## config.mk

```make
export PLATFORM = sky130hd
export DESIGN_NAME = key_event_encoder
export DESIGN_NICKNAME = d
export VERILOG_FILES = /design/src/rtl/synth_pkg.sv /design/src/rtl/rr_first_set.sv /design/src/rtl/key_event_encoder.sv
export SDC_FILE = /design/constraint.sdc
export NUM_CORES = 1
export LEC_CHECK = 0
export CAP_MARGIN = 10
export CORE_MARGIN = 4
export CORE_UTILIZATION = 60
export CTS_CLUSTER_DIAMETER = 30
export DETAILED_ROUTE_END_ITERATION = 12
export GPL_TIMING_DRIVEN = 1
export HOLD_SLACK_MARGIN = 0.06
export PLACE_DENSITY = 0.82
export SYNTH_ARGS = -nofsm -noshare
export SYNTH_HDL_FRONTEND = slang
export SYNTH_SLANG_ARGS = --single-unit
```

## constraint.sdc

```tcl
create_clock -name clk -period 10.45 [get_ports clk]
set_input_delay 2.09 -clock clk [delete_from_list [all_inputs] [get_ports clk]]
set_output_delay 2.09 -clock clk [all_outputs]
set_load 0.005 [all_outputs]
```

## src/rtl/synth_pkg.sv

```systemverilog
// rtl/synth_pkg.sv - shared types and constants for the key event encoder
package synth_pkg;

  localparam int N_KEYS_DEFAULT = 8;
  localparam int KEY_W_DEFAULT  = $clog2(N_KEYS_DEFAULT);

  typedef struct packed {
    logic [KEY_W_DEFAULT-1:0] key;
    logic                     press;
  } key_evt_t;

  typedef enum logic {
    KE_IDLE,
    KE_OFFER
  } key_enc_state_t;

endpackage

```

## src/rtl/rr_first_set.sv

```systemverilog
// rtl/rr_first_set.sv - round-robin first-set search, starting just after ptr
module rr_first_set #(
  parameter  int N     = 8,
  localparam int IDX_W = $clog2(N)
) (
  input  logic [N-1:0]     req,
  input  logic [IDX_W-1:0] ptr,
  output logic             found,
  output logic [IDX_W-1:0] idx
);

  logic [IDX_W-1:0] cand;

  // Offsets run 1..N so the previous winner (ptr) is examined last.
  always_comb begin
    found = 1'b0;
    idx   = '0;
    cand  = '0;
    for (int k = 1; k <= N; k++) begin
      cand = IDX_W'((int'(ptr) + k) % N);
      if (!found && req[cand]) begin
        found = 1'b1;
        idx   = cand;
      end
    end
  end

endmodule

```

## src/rtl/key_event_encoder.sv

```systemverilog
// rtl/key_event_encoder.sv - turns debounced key level changes into press/release events
// Served round-robin over a valid/ready handshake; net-zero changes are coalesced away.
module key_event_encoder
  import synth_pkg::*;
#(
  parameter  int N_KEYS = N_KEYS_DEFAULT,
  localparam int KEY_W  = $clog2(N_KEYS)
) (
  input  logic              clk,
  input  logic              rst,
  input  logic [N_KEYS-1:0] key_level,
  output logic              evt_valid,
  input  logic              evt_ready,
  output logic [KEY_W-1:0]  evt_key,
  output logic              evt_press,
  output logic [KEY_W:0]    keys_down
);

  key_enc_state_t    state_q;
  logic [N_KEYS-1:0] key_q;
  logic [N_KEYS-1:0] reported_q, reported_d;
  logic [KEY_W-1:0]  rr_ptr_q;
  logic              evt_valid_q;
  logic [KEY_W-1:0]  evt_key_q;
  logic              evt_press_q;
  logic [KEY_W:0]    keys_down_q, keys_down_d;

  logic [N_KEYS-1:0] pending;
  logic              sel_found;
  logic [KEY_W-1:0]  sel_idx;
  logic              accept;

  assign pending = key_q ^ reported_q;
  assign accept  = (state_q == KE_OFFER) && evt_valid_q && evt_ready;

  rr_first_set #(.N(N_KEYS)) u_rr (
    .req   (pending),
    .ptr   (rr_ptr_q),
    .found (sel_found),
    .idx   (sel_idx)
  );

  // keys_down tracks reported exactly, so it cannot leave 0..N_KEYS.
  always_comb begin
    reported_d  = reported_q;
    keys_down_d = keys_down_q;
    if (accept) begin
      reported_d[evt_key_q] = evt_press_q;
      keys_down_d = evt_press_q ? keys_down_q + (KEY_W+1)'(1)
                                : keys_down_q - (KEY_W+1)'(1);
    end
  end

  always_ff @(posedge clk or negedge rst) begin
    if (!rst) begin
      state_q     <= KE_IDLE;
      key_q       <= '0;
      reported_q  <= '0;
      rr_ptr_q    <= KEY_W'(N_KEYS - 1);
      evt_valid_q <= 1'b0;
      evt_key_q   <= '0;
      evt_press_q <= 1'b0;
      keys_down_q <= '0;
    end else begin
      key_q       <= key_level;
      reported_q  <= reported_d;
      keys_down_q <= keys_down_d;
      case (state_q)
        KE_IDLE: begin
          if (sel_found) begin
            evt_key_q   <= sel_idx;
            evt_press_q <= key_q[sel_idx];
            rr_ptr_q    <= sel_idx;
            evt_valid_q <= 1'b1;
            state_q     <= KE_OFFER;
          end
        end
        KE_OFFER: begin
          // Offered event is frozen until accepted, whatever key_q does meanwhile.
          if (accept) begin
            evt_valid_q <= 1'b0;
            state_q     <= KE_IDLE;
          end
        end
        default: state_q <= KE_IDLE;
      endcase
    end
  end

  assign evt_valid = evt_valid_q;
  assign evt_key   = evt_key_q;
  assign evt_press = evt_press_q;
  assign keys_down = keys_down_q;

endmodule

```

==> results of run 1 <==
synth_stat cells (all sizes together) (2+ instances only):
master   number
and2          2
xnor2        14
mux2          9
mux2i        17
dfstp         3
nor3          5
mux4         15
nand3         3
a21o          2
xor2          8
nor2         10
ha            4
a21oi        10
o21ai         9
a2111oi       2
a31oi         3
buf           4
dfrtp        26
nand2b        4
inv           8
clkbuf        3
a21boi        4
a211oi        5
nand2        13
a311o         2
o21a          3
and3          2
o31ai         3
registers in the layout, summed over array words and instances, names as in the netlist:
| register | flops |
|---|---|
| key_q | 8 |
| reported_q | 8 |
| keys_down | 4 |
| evt_key | 3 |
| rr_ptr_q | 3 |
| evt_press | 1 |
| evt_valid | 1 |
| state_q | 1 |
per-layer routing:
metal,global-route usage,share of wire
met5,0,0
met4,0.102,0.031
met3,0.0489,0.088
met2,0.379,0.48
met1,0.315,0.40
cell families after synthesis:
kind of cell	count (synthesis)	share of synthesized area
buffers and inverters	15	0.0345
muxes	41	0.265
AOI/OAI and AO/OA	56	0.181
and+or+nand+nor	44	0.0921
xor gates and xnor gates	22	0.0829
adders and majority gates	5	0.0302
DFF	29	0.314
per-stage QoR:
step	instance area [um2]	setup slack [ns]	util
2_1_floorplan	2320	7.03	-
3_3_place_gp	2540	6.06	0.688
3_5_place_dp	2540	6.09	0.688
4_1_cts	2630	6.08	0.713
5_1_grt	2630	5.64	0.713
6_report	2630	6.06	0.713
worst register-to-register path, cell delays in order, from the launching register on:
cell,delay [ns]
dfstp_2,0.92
inv_1,0.39
ha_1,0.71
inv_1,0.20
mux4_2,0.38
mux2_4,0.31
a311o_1,0.32
o21a_1,0.11
o32a_1,0.42
a311o_1,0.31
o32ai_2,0.12
o41ai_2,0.08
worst min-delay path by stage:
stage / slack (ns) / startpoint / end / cells after the start
2_1_floorplan: 0.47 / keys_down[3]$_DFFE_PN0P_ / keys_down[3]$_DFFE_PN0P_ / 1
3_3_place_gp: 0.46 / keys_down[3]$_DFFE_PN0P_ / keys_down[3]$_DFFE_PN0P_ / 1
3_5_place_dp: 0.47 / keys_down[3]$_DFFE_PN0P_ / keys_down[3]$_DFFE_PN0P_ / 1
4_1_cts: 0.48 / keys_down[3]$_DFFE_PN0P_ / keys_down[3]$_DFFE_PN0P_ / 1
5_1_grt: 0.50 / keys_down[3]$_DFFE_PN0P_ / keys_down[3]$_DFFE_PN0P_ / 1
6_report: 0.48 / keys_down[3]$_DFFE_PN0P_ / keys_down[3]$_DFFE_PN0P_ / 1
final cells by class:
class                   count  area, um2
inverters                   8       30.0
clock buffers               8       90.1
fillers                   268       1060
well taps                  48       60.1
multi-input cells         168       1510
repair buffers             21        205
flip-flops and latches     29        729
==> out/results.ini, run 1 <==
[run_status]
status=completed

[place]
gp_congestion=0.940
portBuffers=19
placed_cells=274
hpwl_mm=4.13

[critical_path]
slowest_stage=dfstp_2
crit_chain=inv_1 > ha_1 > inv_1 > mux4_2 > mux2_4 > a311o_1 > o21a_1 > o32a_1 > a311o_1 > o32ai_2 > o41ai_2
crit_cells=11
regToRegStartpoint=rr_ptr_q[0]$_DFFE_PN1P_
required_ns=10.61
critPathCaptureType=flop
r2r_cells=11
critPathMaxFanout=22
worstReg2RegEnd=evt_press$_DFFE_PN0P_
path_buf_inv=2
reg2reg_slack_ns=6.06
cp.arrival_ns=4.55
start_kind=flop
crit_family=compound AO/OA/AOI/OAI gates
critical_path.max_stage_delay_ns=0.92
startpoint=rr_ptr_q[0]$_DFFE_PN1P_
crit_path_end=evt_press$_DFFE_PN0P_
path_class=flop to flop

[clock_network]
cts_tree=built
ctsHoldBuffers=0
cts_buffers=5
clk-insertion-delay-late_ns=0.27
cts_root_buffer=clkbuf_8
post-cts-setup-buffers=0
htreeDepth=2
cts_sinks=29
cts_buffer_depth=2
cts_resized=0
clk_pin_slew_ns=0.06

[detailed_routing]
wl_mm=5.38
via_per_inst=6.55
route.vias.total=1847
drtPass1Iterations=4
drc=0
wl_per_cell_um=19.1
drt_iter0_markers=384
ant_nets=0

[timing]
whs_ns=0.484
finalMaxSlewViolations=0
hold_viol_final=0
skew_ns=0.00175
rsz0062_at_grt=no
setup_tns_ns=0
period_share=0.420
worst-slew-pin-transition_ns=0.714
relSlewSlack=0.524
maxClockFrequency_mhz=228
setup_violations=0
min_period_ns=4.39

[synthesis]
postSynth.asyncResetShare=1.00
synth-edff-count=0
ys.warnings.count=0
yosysTopAreaCell=dfrtp_1
netlist_area_um2=2320
ys.flop_type=dfrtp_1
synth.top_cell.area_share=0.280
syn_inst=212
synthTopCellsByArea=dfrtp_1 28%, mux4_2 15%, mux2i_1 6.9%
synth_cell_types=54
synth_seq_cells=29
synth-seq-area-share=0.314
syn_area_per_cell_um2=11.0
synth_fp_nets=228

[grt]
grt_pass1_vias=1884
grt_max_degree=30
grt-ovfl-total=0
antenna_found_initial=0
grt_pass1_wl_mm=9.27
grt_use_total=0.239

[cells_and_area]
n_antenna_cell=0
final_cell_mix=26 x dfrtp_1, 19 x clkdlybuf4s50_1, 16 x mux2i_1
layout_commonest_cell=dfrtp_1
drive_gt1_frac=0.175
synthToLayoutAreaGrowth_pct=13.1
nets=249
final_cells=282

[floorplan]
row_count=22
start_util=0.630
die_height_um=70.2
die_x_um=70.2
core_area_um2=3690
ios=20
die_area_um2=4930

[job]
cap_violations=0

[worst_hold_path]
hold_path_class=flop to flop

Power of run 1 is not shown: default switching activity piles up to over one toggle a cycle in this logic, so the estimate is an artifact.
==> run 2: changes to the inputs <==
--- a/config.mk
+++ b/config.mk
@@ -7,12 +7,12 @@
 export LEC_CHECK = 0
 export CAP_MARGIN = 10
 export CORE_MARGIN = 4
-export CORE_UTILIZATION = 60
+export CORE_UTILIZATION = 58
 export CTS_CLUSTER_DIAMETER = 30
 export DETAILED_ROUTE_END_ITERATION = 12
 export GPL_TIMING_DRIVEN = 1
 export HOLD_SLACK_MARGIN = 0.06
-export PLACE_DENSITY = 0.82
+export PLACE_DENSITY = 0.8
 export SYNTH_ARGS = -nofsm -noshare
 export SYNTH_HDL_FRONTEND = slang
 export SYNTH_SLANG_ARGS = --single-unit
==> constraint.sdc (replaced) <==
create_clock -name clk -period 4.15 [get_ports clk]
set_input_delay 0.83 -clock clk [delete_from_list [all_inputs] [get_ports clk]]
set_output_delay 0.83 -clock clk [all_outputs]
set_load 0.005 [all_outputs]
==> run 2 against run 1 <==
Against the previous run: highest routed layer unchanged; clock-buffer cell count down 1; critical path depth unchanged; maximum frequency up 26%; utilization down 0.66 points; hold slack gained 0.030 ns; wire length up 3.4%; clock skew rose by 0.0079 ns; via count up 1.4%; sequential cell count unchanged.
==> out/results.ini, run 2 (synthesized netlist as in run 1, its figures left out) <==
[floorplan]
ios=20
die_x_um=71.3
row_count=22
core_area_um2=3770
die_height_um=71.3
die_area_um2=5080
start_util=0.616

[place]
gp_congestion=0.985
hpwl_mm=4.27
portBuffers=19

[timing]
finalMaxSlewViolations=0
worst-slew-pin-transition_ns=0.747
period_share=0.837
hold_viol_final=0
setup_tns_ns=0
setup_violations=0
skew_ns=0.00969
maxClockFrequency_mhz=288
min_period_ns=3.47
rsz0062_at_grt=no
relSlewSlack=0.499

[cells_and_area]
drive_gt1_frac=0.194
final_cell_mix=26 x dfrtp_1, 19 x clkdlybuf4s50_1, 16 x mux2i_1
synthToLayoutAreaGrowth_pct=14.6
n_antenna_cell=0
layout_commonest_cell=dfrtp_1
nets=252

[clock_network]
cts_buffers=5
cts_resized=0
cts_tree=built
ctsHoldBuffers=0
clk_pin_slew_ns=0.06
cts_buffer_depth=2
post-cts-setup-buffers=0
cts_sinks=29
htreeDepth=2
clk-insertion-delay-late_ns=0.28
cts_root_buffer=clkbuf_8

[critical_path]
worstReg2RegEnd=evt_press$_DFFE_PN0P_
required_ns=4.32
cp.arrival_ns=3.64
regToRegStartpoint=rr_ptr_q[1]$_DFFE_PN1P_
reg2reg_slack_ns=0.68
critPathCaptureType=flop
start_kind=flop
critPathMaxFanout=8
startpoint=rr_ptr_q[1]$_DFFE_PN1P_
path_class=flop to flop
r2r_cells=11

[worst_hold_path]
whs_endpoint=keys_down[2]$_DFFE_PN0P_
hp-start=keys_down[2]$_DFFE_PN0P_
hold_depth=2
hold_path_class=flop to flop

[detailed_routing]
route.vias.total=1872
drc=0
drtPass1Iterations=4
wl_per_cell_um=19.5
wl_mm=5.56
ant_nets=0
drt_iter0_markers=185
via_per_inst=6.57

[grt]
antenna_found_initial=0
grt_pass1_wl_mm=9.34
grt_max_degree=30
grt-ovfl-total=0
grt_use_total=0.236
grt_pass1_vias=1864

[run_status]
status=completed

[job]
cap_violations=0

run 2: changes by cell type in the layout (fill, tap and decap cells not counted), sizes merged:
cell,delta
buf,+3
clkbuf,-1
clkinv,+1
run 2: worst max path at each step:
| stage | slack [ns] | endpoint | depth (start not counted) |
|---|---|---|---|
| finish | 0.68 | evt_press$_DFFE_PN0P_ | 11 |
| global route | 0.35 | evt_press$_DFFE_PN0P_ | 11 |
| CTS | 0.72 | evt_press$_DFFE_PN0P_ | 11 |
| detailed placement | 0.74 | evt_press$_DFFE_PN0P_ | 11 |
| global placement | 0.75 | evt_press$_DFFE_PN0P_ | 11 |
| floorplan | 0.73 | evt_press$_DFFE_PN0P_ | 13 |
run 2: through the flow:
step | worst slack (ns) | util | instance area [um2] | hold slack, ns | cells
6_report | 0.677 | 0.706 | 2660 | 0.514 | 285
2_1_floorplan | 0.734 | - | 2320 | 0.468 | 212
3_3_place_gp | 0.749 | 0.679 | 2560 | 0.460 | 277
4_1_cts | 0.722 | 0.706 | 2660 | 0.520 | 285
3_5_place_dp | 0.739 | 0.679 | 2560 | 0.506 | 277
5_1_grt | 0.346 | 0.706 | 2660 | 0.549 | 285
run 2: critical path: stages, from the launching register on:
cell and delay [ns]:
dfstp_2 0.53, inv_1 0.10, ha_1 0.26, xnor2_1 0.45
mux4_2 0.40, mux2i_1 0.27, nand3_1 0.18, or2_4 0.30
o21ai_1 0.27, a21boi_0 0.21, o32ai_2 0.31, o41ai_2 0.08
run 2: routing by layer:
layer,part of all wire,GRT usage,up-vias,routed length [um]
met1,0.43,0.326,913,2370
li1,-,-,863,-
met5,0,0,-,0
met4,0.018,0.0814,0,102
met3,0.077,0.0617,15,428
met2,0.48,0.363,81,2660
run 2: area by class of cell:
cell class | instances | area (um2)
multi-input combinational | 168 | 1510
fill | 272 | 1110
sequential | 29 | 729
timing repair buffer | 24 | 228
clock buffer | 7 | 96.3
tap | 48 | 60.1
inverter | 8 | 30.0
clock inverter | 1 | 5.00
Power of run 2 is left out for the same reason.
==> run 3: changes to the inputs <==
==> constraint.sdc (replaced) <==
create_clock -name clk -period 3.6 [get_ports clk]
set_input_delay 0.72 -clock clk [delete_from_list [all_inputs] [get_ports clk]]
set_output_delay 0.72 -clock clk [all_outputs]
set_load 0.005 [all_outputs]
==> run 3 against run 2 <==
Against the previous run: critical path depth is 1 lower; critical path type unchanged; clock skew hardly changed; global-route usage is 0.70 points lower; setup slack worse by 0.53 ns; first-iteration DRC count is 9.2% lower; hold slack worse by 0.039 ns.
==> out/results.ini, run 3 (synthesized netlist as in run 1, its figures left out) <==
[critical_path]
critPathCaptureType=flop
r2r_cells=10
reg2reg_slack_ns=0.15
start_kind=flop
critPathMaxFanout=21
crit_path_end=evt_press$_DFFE_PN0P_
regToRegStartpoint=rr_ptr_q[0]$_DFFE_PN1P_
startpoint=rr_ptr_q[0]$_DFFE_PN1P_
required_ns=3.76
cp.arrival_ns=3.61
worstReg2RegEnd=evt_press$_DFFE_PN0P_
path_class=flop to flop

[floorplan]
core_area_um2=3770
row_count=22
die_height_um=71.3
ios=20
die_x_um=71.3
die_area_um2=5080
start_util=0.616

[detailed_routing]
via_per_inst=6.59
drt_iter0_markers=168
wl_mm=5.57
wl_per_cell_um=19.3
drc=0
route.vias.total=1905
ant_nets=0
drtPass1Iterations=4

[job]
cap_violations=0

[timing]
hold_viol_final=0
worst-slew-pin-transition_ns=0.623
setup_tns_ns=0
min_period_ns=3.45
whs_ns=0.476
skew_ns=0.00946
finalMaxSlewViolations=0
period_share=0.958
rsz0062_at_grt=no
setup_violations=0
maxClockFrequency_mhz=290
relSlewSlack=0.583

[grt]
antenna_found_initial=0
grt-ovfl-total=0
grt_pass1_wl_mm=9.10
grt_max_degree=22
grt_pass1_vias=1887
grt_use_total=0.230

[place]
gp_congestion=0.919
hpwl_mm=4.37
post_dp_cell_area_um2=2600
portBuffers=19

[clock_network]
clk-insertion-delay-late_ns=0.28
cts_buffers=5
post-cts-setup-buffers=0
cts_tree=built
cts_root_buffer=clkbuf_8
clk_pin_slew_ns=0.06
ctsHoldBuffers=0
htreeDepth=2
cts_resized=0
cts_buffer_depth=2
cts_sinks=29

[cells_and_area]
synthToLayoutAreaGrowth_pct=15.9
final_util=0.714
final_cell_mix=26 x dfrtp_1, 19 x clkdlybuf4s50_1, 16 x mux2i_1
design_area_um2=2690
drive_gt1_frac=0.212
nets=257
fillCellCount=278
n_antenna_cell=0
layout_commonest_cell=dfrtp_1

[worst_hold_path]
hold_path_class=flop to flop

[run_status]
status=completed

## run 3: cell types whose count changed in the layout (fill, tap and decap cells not counted), sizes merged
| cell | before | now |
|---|---|---|
| buf | 5 | 10 |
| clkinv | 1 | 0 |
## run 3: final cells by class
class                           count  area, um2  share of cell area
Multi-Input combinational cell    168       1520               0.565
Clock buffer                        7       86.3              0.0321
Inverter                            8       30.0              0.0112
Sequential cell                    29        729               0.271
Timing Repair Buffer               29        265              0.0985
Tap cell                           48       60.1              0.0223
## run 3: critical path: stages (launching register included)
cell      delay (ns)
dfstp_2         0.53
buf_4           0.32
ha_1            0.26
xnor2_1         0.30
mux2_4          0.38
a311o_1         0.35
o21a_1          0.14
o32a_1          0.42
nand2b_1        0.18
a211oi_1        0.32
o41ai_2         0.12
## run 3: metal layers
layer  vias to the layer above  global-route usage  wire length [um]
li1                        869                   -                 -
met1                       932               0.327              2440
met2                        91               0.354              2650
met3                        13              0.0407               364
met4                         0              0.0793               115
met5                         -                   0                 0
## run 3: worst min-delay path by stage
stage	start	endpoint	slack, ns	cells after the start
6_report	keys_down[3]$_DFFE_PN0P_	keys_down[3]$_DFFE_PN0P_	0.48	1
5_1_grt	keys_down[3]$_DFFE_PN0P_	keys_down[3]$_DFFE_PN0P_	0.49	1
4_1_cts	keys_down[3]$_DFFE_PN0P_	keys_down[3]$_DFFE_PN0P_	0.48	1
3_5_place_dp	keys_down[3]$_DFFE_PN0P_	keys_down[3]$_DFFE_PN0P_	0.47	1
3_3_place_gp	keys_down[3]$_DFFE_PN0P_	keys_down[3]$_DFFE_PN0P_	0.46	1
2_1_floorplan	rst	evt_key[0]$_DFFE_PN0P_	0.42	0
## run 3: metrics by stage
stage                     instances  setup WS (ns)
final                           289          0.150
after floorplan                 212          0.184
after global placement          282          0.209
after global routing            289         0.0619
after CTS                       289          0.162
after detailed placement        282          0.196
Power of run 3 is left out for the same reason.
